===== src/rtl/fast_bypass_queue.sv =====
// fast_bypass_queue
// Synchronous FIFO with optional same-cycle write-to-read bypass, full-depth
// storage (wrap-bit pointers), occupancy count and almost-full flag.
// A synchronous kill flushes every stored entry.
//
// Ports:
//   clk          clock, all state updates on posedge
//   rst_n        asynchronous active-low reset of the pointers
//   kill         synchronous flush; blocks both handshakes in its cycle
//   wready/wvalid/wdata   write side handshake and data
//   rready/rvalid/rdata   read side handshake and head (or bypassed) data
//   count        stored entries, 0..QUEUE_SIZE
//   almost_full  count >= AFULL_THRESH
module fast_bypass_queue #(
    parameter int unsigned DATA_SIZE    = 32,
    parameter int unsigned QUEUE_SIZE   = 32,
    parameter int unsigned BYPASS       = 1,
    parameter int unsigned AFULL_THRESH = QUEUE_SIZE - 2
) (
    input  logic                          clk,
    input  logic                          rst_n,
    input  logic                          kill,
    output logic                          wready,
    input  logic                          wvalid,
    input  logic [DATA_SIZE-1:0]          wdata,
    input  logic                          rready,
    output logic                          rvalid,
    output logic [DATA_SIZE-1:0]          rdata,
    output logic [$clog2(QUEUE_SIZE):0]   count,
    output logic                          almost_full
);

    localparam int unsigned W = $clog2(QUEUE_SIZE);
    localparam logic [W:0] FULL_CNT  = (W+1)'(QUEUE_SIZE);
    localparam logic [W:0] AFULL_CNT = (W+1)'(AFULL_THRESH);
    localparam logic       BYP_EN    = (BYPASS != 0);

    logic [DATA_SIZE-1:0] r_mem [QUEUE_SIZE];
    logic [W:0]           r_head;
    logic [W:0]           r_tail;

    logic [W:0] w_count;
    logic       w_empty;
    logic       w_full;
    logic       w_wr_acc;
    logic       w_bypass;
    logic       w_store;
    logic       w_pop;

    // Wrap bit makes tail-head range 0..QUEUE_SIZE without ambiguity.
    assign w_count = r_tail - r_head;
    assign w_empty = (w_count == '0);
    assign w_full  = (w_count == FULL_CNT);

    assign wready      = !kill && !w_full;
    assign rvalid      = !kill && (!w_empty || (BYP_EN && wvalid));
    assign rdata       = w_empty ? wdata : r_mem[r_head[W-1:0]];
    assign count       = w_count;
    assign almost_full = (w_count >= AFULL_CNT);

    assign w_wr_acc = wvalid && wready;
    // A word written into an empty queue and consumed in the same cycle is
    // never stored.
    assign w_bypass = BYP_EN && w_empty && rready;
    assign w_store  = w_wr_acc && !w_bypass;
    assign w_pop    = rready && rvalid && !w_empty;

    always_ff @(posedge clk or negedge rst_n) begin
        if (!rst_n) begin
            r_head <= '0;
            r_tail <= '0;
        end else if (kill) begin
            r_head <= r_tail;
        end else begin
            if (w_store) r_tail <= r_tail + 1'b1;
            if (w_pop)   r_head <= r_head + 1'b1;
        end
    end

    // Storage array is deliberately not reset.
    always_ff @(posedge clk) begin
        if (w_store) r_mem[r_tail[W-1:0]] <= wdata;
    end

endmodule


===== config.mk =====
export PLATFORM = sky130hd
export DESIGN_NAME = fast_bypass_queue
export DESIGN_NICKNAME = d
export VERILOG_FILES = /design/src/rtl/fast_bypass_queue.sv
export SDC_FILE = /design/constraint.sdc
export NUM_CORES = 1
export LEC_CHECK = 0
export CAP_MARGIN = 25
export CORE_MARGIN = 3
export CORE_UTILIZATION = 62
export CTS_BUF_LIST = sky130_fd_sc_hd__clkbuf_16
export CTS_CLUSTER_DIAMETER = 120
export DETAILED_ROUTE_END_ITERATION = 8
export PLACE_DENSITY = 0.77
export SYNTH_ARGS = -nofsm -noshare
export SYNTH_HDL_FRONTEND = slang
export SYNTH_SLANG_ARGS = --single-unit

===== constraint.sdc =====
create_clock -name clk -period 5.68 [get_ports clk]
set_input_delay 1.136 -clock clk [delete_from_list [all_inputs] [get_ports clk]]
set_output_delay 1.136 -clock clk [all_outputs]
set_load 0.02 [all_outputs]

-- After elaboration in Yosys (flattened, before gate mapping)
Memories as Yosys holds them, arrays and structs flattened.
Cells that the tools add are included.
- bits in registers: 12
- logic and storage cells: 29
- RAM bits: 1024
- memories: 1
- memory bits (read-only): 0
- output and inout bits: 41
- latch bits: 0
- bitwise operators: 1
- shift-type cells: 0
- multiply operators: 0
- div/mod/pow operators: 0
- add/sub/neg operators: 3
- mux-type cells: 5
- order comparisons: 1
- equality and inequality tests: 1
- reduce and logical (&&, ||, !) cells: 15
- memory list (name ; words ; bits a word ; rd ports ; clocked after memory_dff ; wr ports ; line ; RTL):
    r_mem ; 32 ; 32 ; 1 ; 0 ; 1 ; 38 ; logic [DATA_SIZE-1:0] r_mem [QUEUE_SIZE];
- operators by type and width (cell ; number):
    $mux W32 ; 1
    $add A6 B1 Y6 const B ; 2
    $mux W6 ; 2
    $logic_and A1 B1 Y1 ; 7
    $eq A6 B6 Y1 const B ; 1
    $ge A6 B5 Y1 const B ; 1
    $logic_not A6 Y1 ; 1
    $sub A6 B6 Y6 ; 1
    $logic_not A1 Y1 ; 4
    $mux W1 ; 2
    $reduce_and A2 Y1 ; 1
    $reduce_bool A2 Y1 ; 1
    $logic_or A1 B1 Y1 ; 1
    $not A1 Y1 ; 1

-- Depth between registers and ports, before layout
- depth after elaboration: 9
- mapped depth: 13
- gate-level depth less buffers: 10

-- Worst setup path before layout
Ideal clock, no wire load.
- path kind: flip-flop to flip-flop
- start point: reg r_head[1]
- end point: mem r_mem[30][0] (enable)
- arrival: 4513 ps
- slack: 746 ps
- setup time: 421 ps
- cell stages (with the launch flop): 13
- clock period less this slack: 4934 ps
- buffers on the path: 4
- cell sequence: dfrtp_1 > clkbuf_1 > buf_2 > buf_2 > inv_1 > fa_1 > xor2_1 > nor4_1 > mux2i_1 > a311o_1 > buf_4 > nand3_1 > nor2_1
- word-level cells in the longest chain between the ends: 8
- elaborated cells on any way between the ends: 11
- RTL lines (item ; line ; RTL):
    start, declared ; 39 ; logic [W:0] r_head;
    start signal, assigned ; 73 ; r_head <= r_tail;
    start signal, assigned ; 76 ; if (w_pop) r_head <= r_head + 1'b1;
    $sub A6 B6 Y6 (*) ; 51 ; assign w_count = r_tail - r_head;
    via count[2] ; 29 ; output logic [$clog2(QUEUE_SIZE):0] count,
    $eq A6 B6 Y1 ; 53 ; assign w_full = (w_count == FULL_CNT);
    $logic_not A1 Y1 ; 55 ; assign wready = !kill && !w_full;
    $logic_and A1 B1 Y1 ; 55 ;
    $logic_and A1 B1 Y1 ; 61 ; assign w_wr_acc = wvalid && wready;
    $logic_and A1 B1 Y1 (*) ; 65 ; assign w_store = w_wr_acc && !w_bypass;
    $mux W1 (*) ; 82 ; if (w_store) r_mem[r_tail[W-1:0]] <= wdata;
    $mux W1 (implied by the code) (*) ; 82 ;
    end, declared ; 38 ;
The timed path passes the listed nets; every way through them passes the cells marked *.

-- Worst setup path in the final report
- start point: reg r_head[2]
- end point: out rdata[24]
- word-level cells in the longest chain between the ends: 3
- elaborated cells on any way between the ends: 4
- RTL lines (item ; line ; RTL):
    $sub A6 B6 Y6 ; 51 ;
    $logic_not A6 Y1 ; 52 ; assign w_empty = (w_count == '0);
    $mux W32 (*) ; 57 ; assign rdata = w_empty ? wdata : r_mem[r_head[W-1:0]];
    end, declared ; 28 ; output logic [DATA_SIZE-1:0] rdata,
Every way passes the cells marked *; elsewhere a longest branch is shown, timed or not.

==> results.toml <==
[status]
status = "complete, no violations"

[grt]
grt_pass1_vias = 19900
grt_overflow = 0
grt_max_degree = 95
grt_pass1_wl_um = 140000
antenna_found_initial = 1
grtUsageTotal_pct = 29.3

[setup_path]
required_ps = 4540
slowest_stage = "dfrtp_4"
arrival_ps = 4410
crit_fanout = 60
cp-end-kind = "output port"
crit_chain = "inv_1, ha_1, a21o_1, a21oi_1, mux2i_2, nor4_4, buf_12, o21ai_1, clkdlybuf4s50_1"
worst_setup_path_start_kind = "flop"
slowest_delay_ps = 700
crit_type = "flop to output port"

[detailed_routing]
met3_length_um = 10500
wl_per_cell_um = 34.4
wl_um = 97600
ant_nets = 0
highest_layer = "met5"
wl_met2_um = 48200
routed_via_density = 6.94
drt-pass1-iter-count = 6
wirelength_met1_um = 35700
drc = 0
num_vias = 19700
drt_iter0_markers = 3142

[final_layout]
design_area_sq_um = 45900
antennaDiodeCount = 0
drive_gt1_share_pct = 29.7
multi_input_area_sq_um = 8890
nNetsFinal = 1964
seq_area_sq_um = 31100
utilization_pct = 72.1
fillerInstances = 3498
area_growth_pct = 14.2

[floorplanning]
io_pins = 78
rows = 92
die_w_um = 261
die_h_um = 261
dieArea_sq_um = 67900
initial_core_util_pct = 63.1
coreArea_sq_um = 63700

[power_and_ir_drop]
ir_drop_v = 0.000688
p_comb_share_pct = 31.8
p_sw_share_pct = 30.1
p_clk_share_pct = 28.7
switchingPower_w = 0.00674
power_density_nw_per_um2 = 488
p_int_w = 0.0156
seqPwrFrac_pct = 39.5
leakage_nw = 14.5
p_total_w = 0.0224

[worst_hold_path]
hp-class = "flop to flop"

[cts]
clkSlewWorstSetupHoldPaths_ps = 60
cts.repair.resized = 0
cts_sinks = 1036
hold_buffers = 0
clock_latency_ps = 650
h-tree-depth = 3
cts_tree = "built"
cts.path.max_buffers = 3
ctsRootBufferMaster = "clkbuf_16"
cts_buffers = 99
cts_setup_buffers = 0

[logic_synthesis]
synthesis.area_sq_um = 40200
yosysMostFrequentCell = "edfxtp_1"
ys_top_cells_by_area = "edfxtp_1, mux4_2, mux2i_1"
synthAdderAreaFrac_pct = 0.361
syn-num-nets = 1776
synth_commonest_cells = "edfxtp_1, mux4_2, nor2_1"
muxShareOfSynthArea_pct = 18.0
yosys.area_share.simple_pct = 1.48
synth-async-reset-ratio_pct = 1.16
ys_ff_latch = 1036
yosysTopAreaCellShare_pct = 76.5
synth_top_flop_cell = "edfxtp_1"
synth_compound_area_share_pct = 1.42
yosysWarnings = 0
synth.distinct_cells = 47
yosysSeqAreaShare_pct = 77.3
avgSynthCellArea_sq_um = 23.3
synth_top_family_by_area = "multiplexers"
syn_inst = 1728
synth_top_cell_by_area = "edfxtp_1"
synth_edf_count = 1024
synthXorXnorAreaFrac_pct = 0.237

[timing]
fin_crit_sh_pct = 97.6
whs_ps = 578
tightest_slew_ps = 1060
period_needed_ps = 5540
max_freq_mhz = 180
rsz0062_at_grt = "no"
drv_slew = 0
fin_setup_tns_ps = 0
slew_headroom_pct = 29.2
hold_viol = 0
setup_viol = 0
fin_worst_skew_ps = 17.2

[placement]
placed_area_sq_um = 42600
gp_congestion = 0.863
port_buffers = 77
dp_hpwl_um = 49700

[run]
cap_violations = 0
[sequential cells by signal, summed over array words and instances, names as in the netlist]
register and count:
r_head 6, r_tail 6, r_mem 1024
[cell usage in the layout (no fill, tap or decap), types with 10 or more instances in the layout]
cell / n
nor2_4: 32
clkdlybuf4s50_1: 77
inv_1: 23
mux2i_1: 40
ha_1: 10
clkinv_2: 20
clkbuf_16: 101
mux4_2: 302
clkinv_1: 24
buf_4: 90
o21ai_1: 29
nand2_1: 41
nor2_1: 24
a21oi_1: 18
bufinv_16: 10
edfxtp_1: 1024
[worst max-delay path, delay by kind of cell, from the launching register on]
kind	cells	cell delay [ps]
buffers and inverters	3	1090
AO/OA/AOI/OAI	3	960
flip-flops	1	700
multiplexers	1	500
adder cells (fa/ha/maj)	1	390
AND/OR/NAND/NOR	1	90
[cell type report]
type,instances,share of cell area (%)
Clock buffer,101,5.51
Clock inverter,80,1.41
Inverter,13,0.112
Multi-Input combinational cell,590,19.4
Sequential cell,1036,67.7
Tap cell,846,2.31
Timing Repair Buffer,176,3.58
[metrics by stage]
step / std cells / setup WS, ps
2_1_floorplan: 1728 / 746
3_5_place_dp: 2658 / 796
3_3_place_gp: 2658 / 878
5_1_grt: 2842 / 1.13
4_1_cts: 2839 / 92.5
6_report: 2842 / 137
[metal layers]
metal / GRT usage [%] / vias to the layer above
met3: 6.10 / 224
met5: 0 / -
met2: 46.8 / 1434
met4: 8.53 / 2
li1: - / 7760
met1: 42.1 / 10300
[power by group through the flow]
| stage | clock network (W) | logic, W | registers [W] |
|---|---|---|---|
| 6_report | 0.00643 | 0.00711 | 0.00884 |
| 5_1_grt | 0.00680 | 0.00750 | 0.00885 |
| 4_1_cts | 0.00649 | 0.00711 | 0.00883 |
| 3_5_place_dp | 0 | 0.00704 | 0.00899 |
| 3_3_place_gp | 0 | 0.00694 | 0.00897 |
| 2_1_floorplan | 0 | 0.00474 | 0.00889 |
[final timing paths]
| path | start | endpoint | slack (ps) | cells past startpoint |
|---|---|---|---|---|
| max | r_head[2]$_DFFE_PN0P_ | rdata[24] | 140 | 9 |
| max in group asynchronous | rst_n | r_head[0]$_DFFE_PN0P_ | 4330 | 1 |
| min reg2reg | r_tail[5]$_DFFE_PN0P_ | r_tail[5]$_DFFE_PN0P_ | 580 | 1 |
| min | r_tail[5]$_DFFE_PN0P_ | r_tail[5]$_DFFE_PN0P_ | 580 | 1 |
| min in group asynchronous | rst_n | r_head[4]$_DFFE_PN0P_ | 890 | 1 |
| max reg2reg | r_head[2]$_DFFE_PN0P_ | r_mem[3][18]$_DFFE_PP_ | 1070 | 9 |
[logic make-up after synthesis]
logic type	after synthesis
AO/OA/AOI/OAI	90
AND/OR/NAND/NOR	134
XOR/XNOR	10
multiplexers	345
adder cells (fa/ha/maj)	11
flip-flops	1036
buffers and inverters	102
Note: power is estimated with default switching activity, not from simulation.
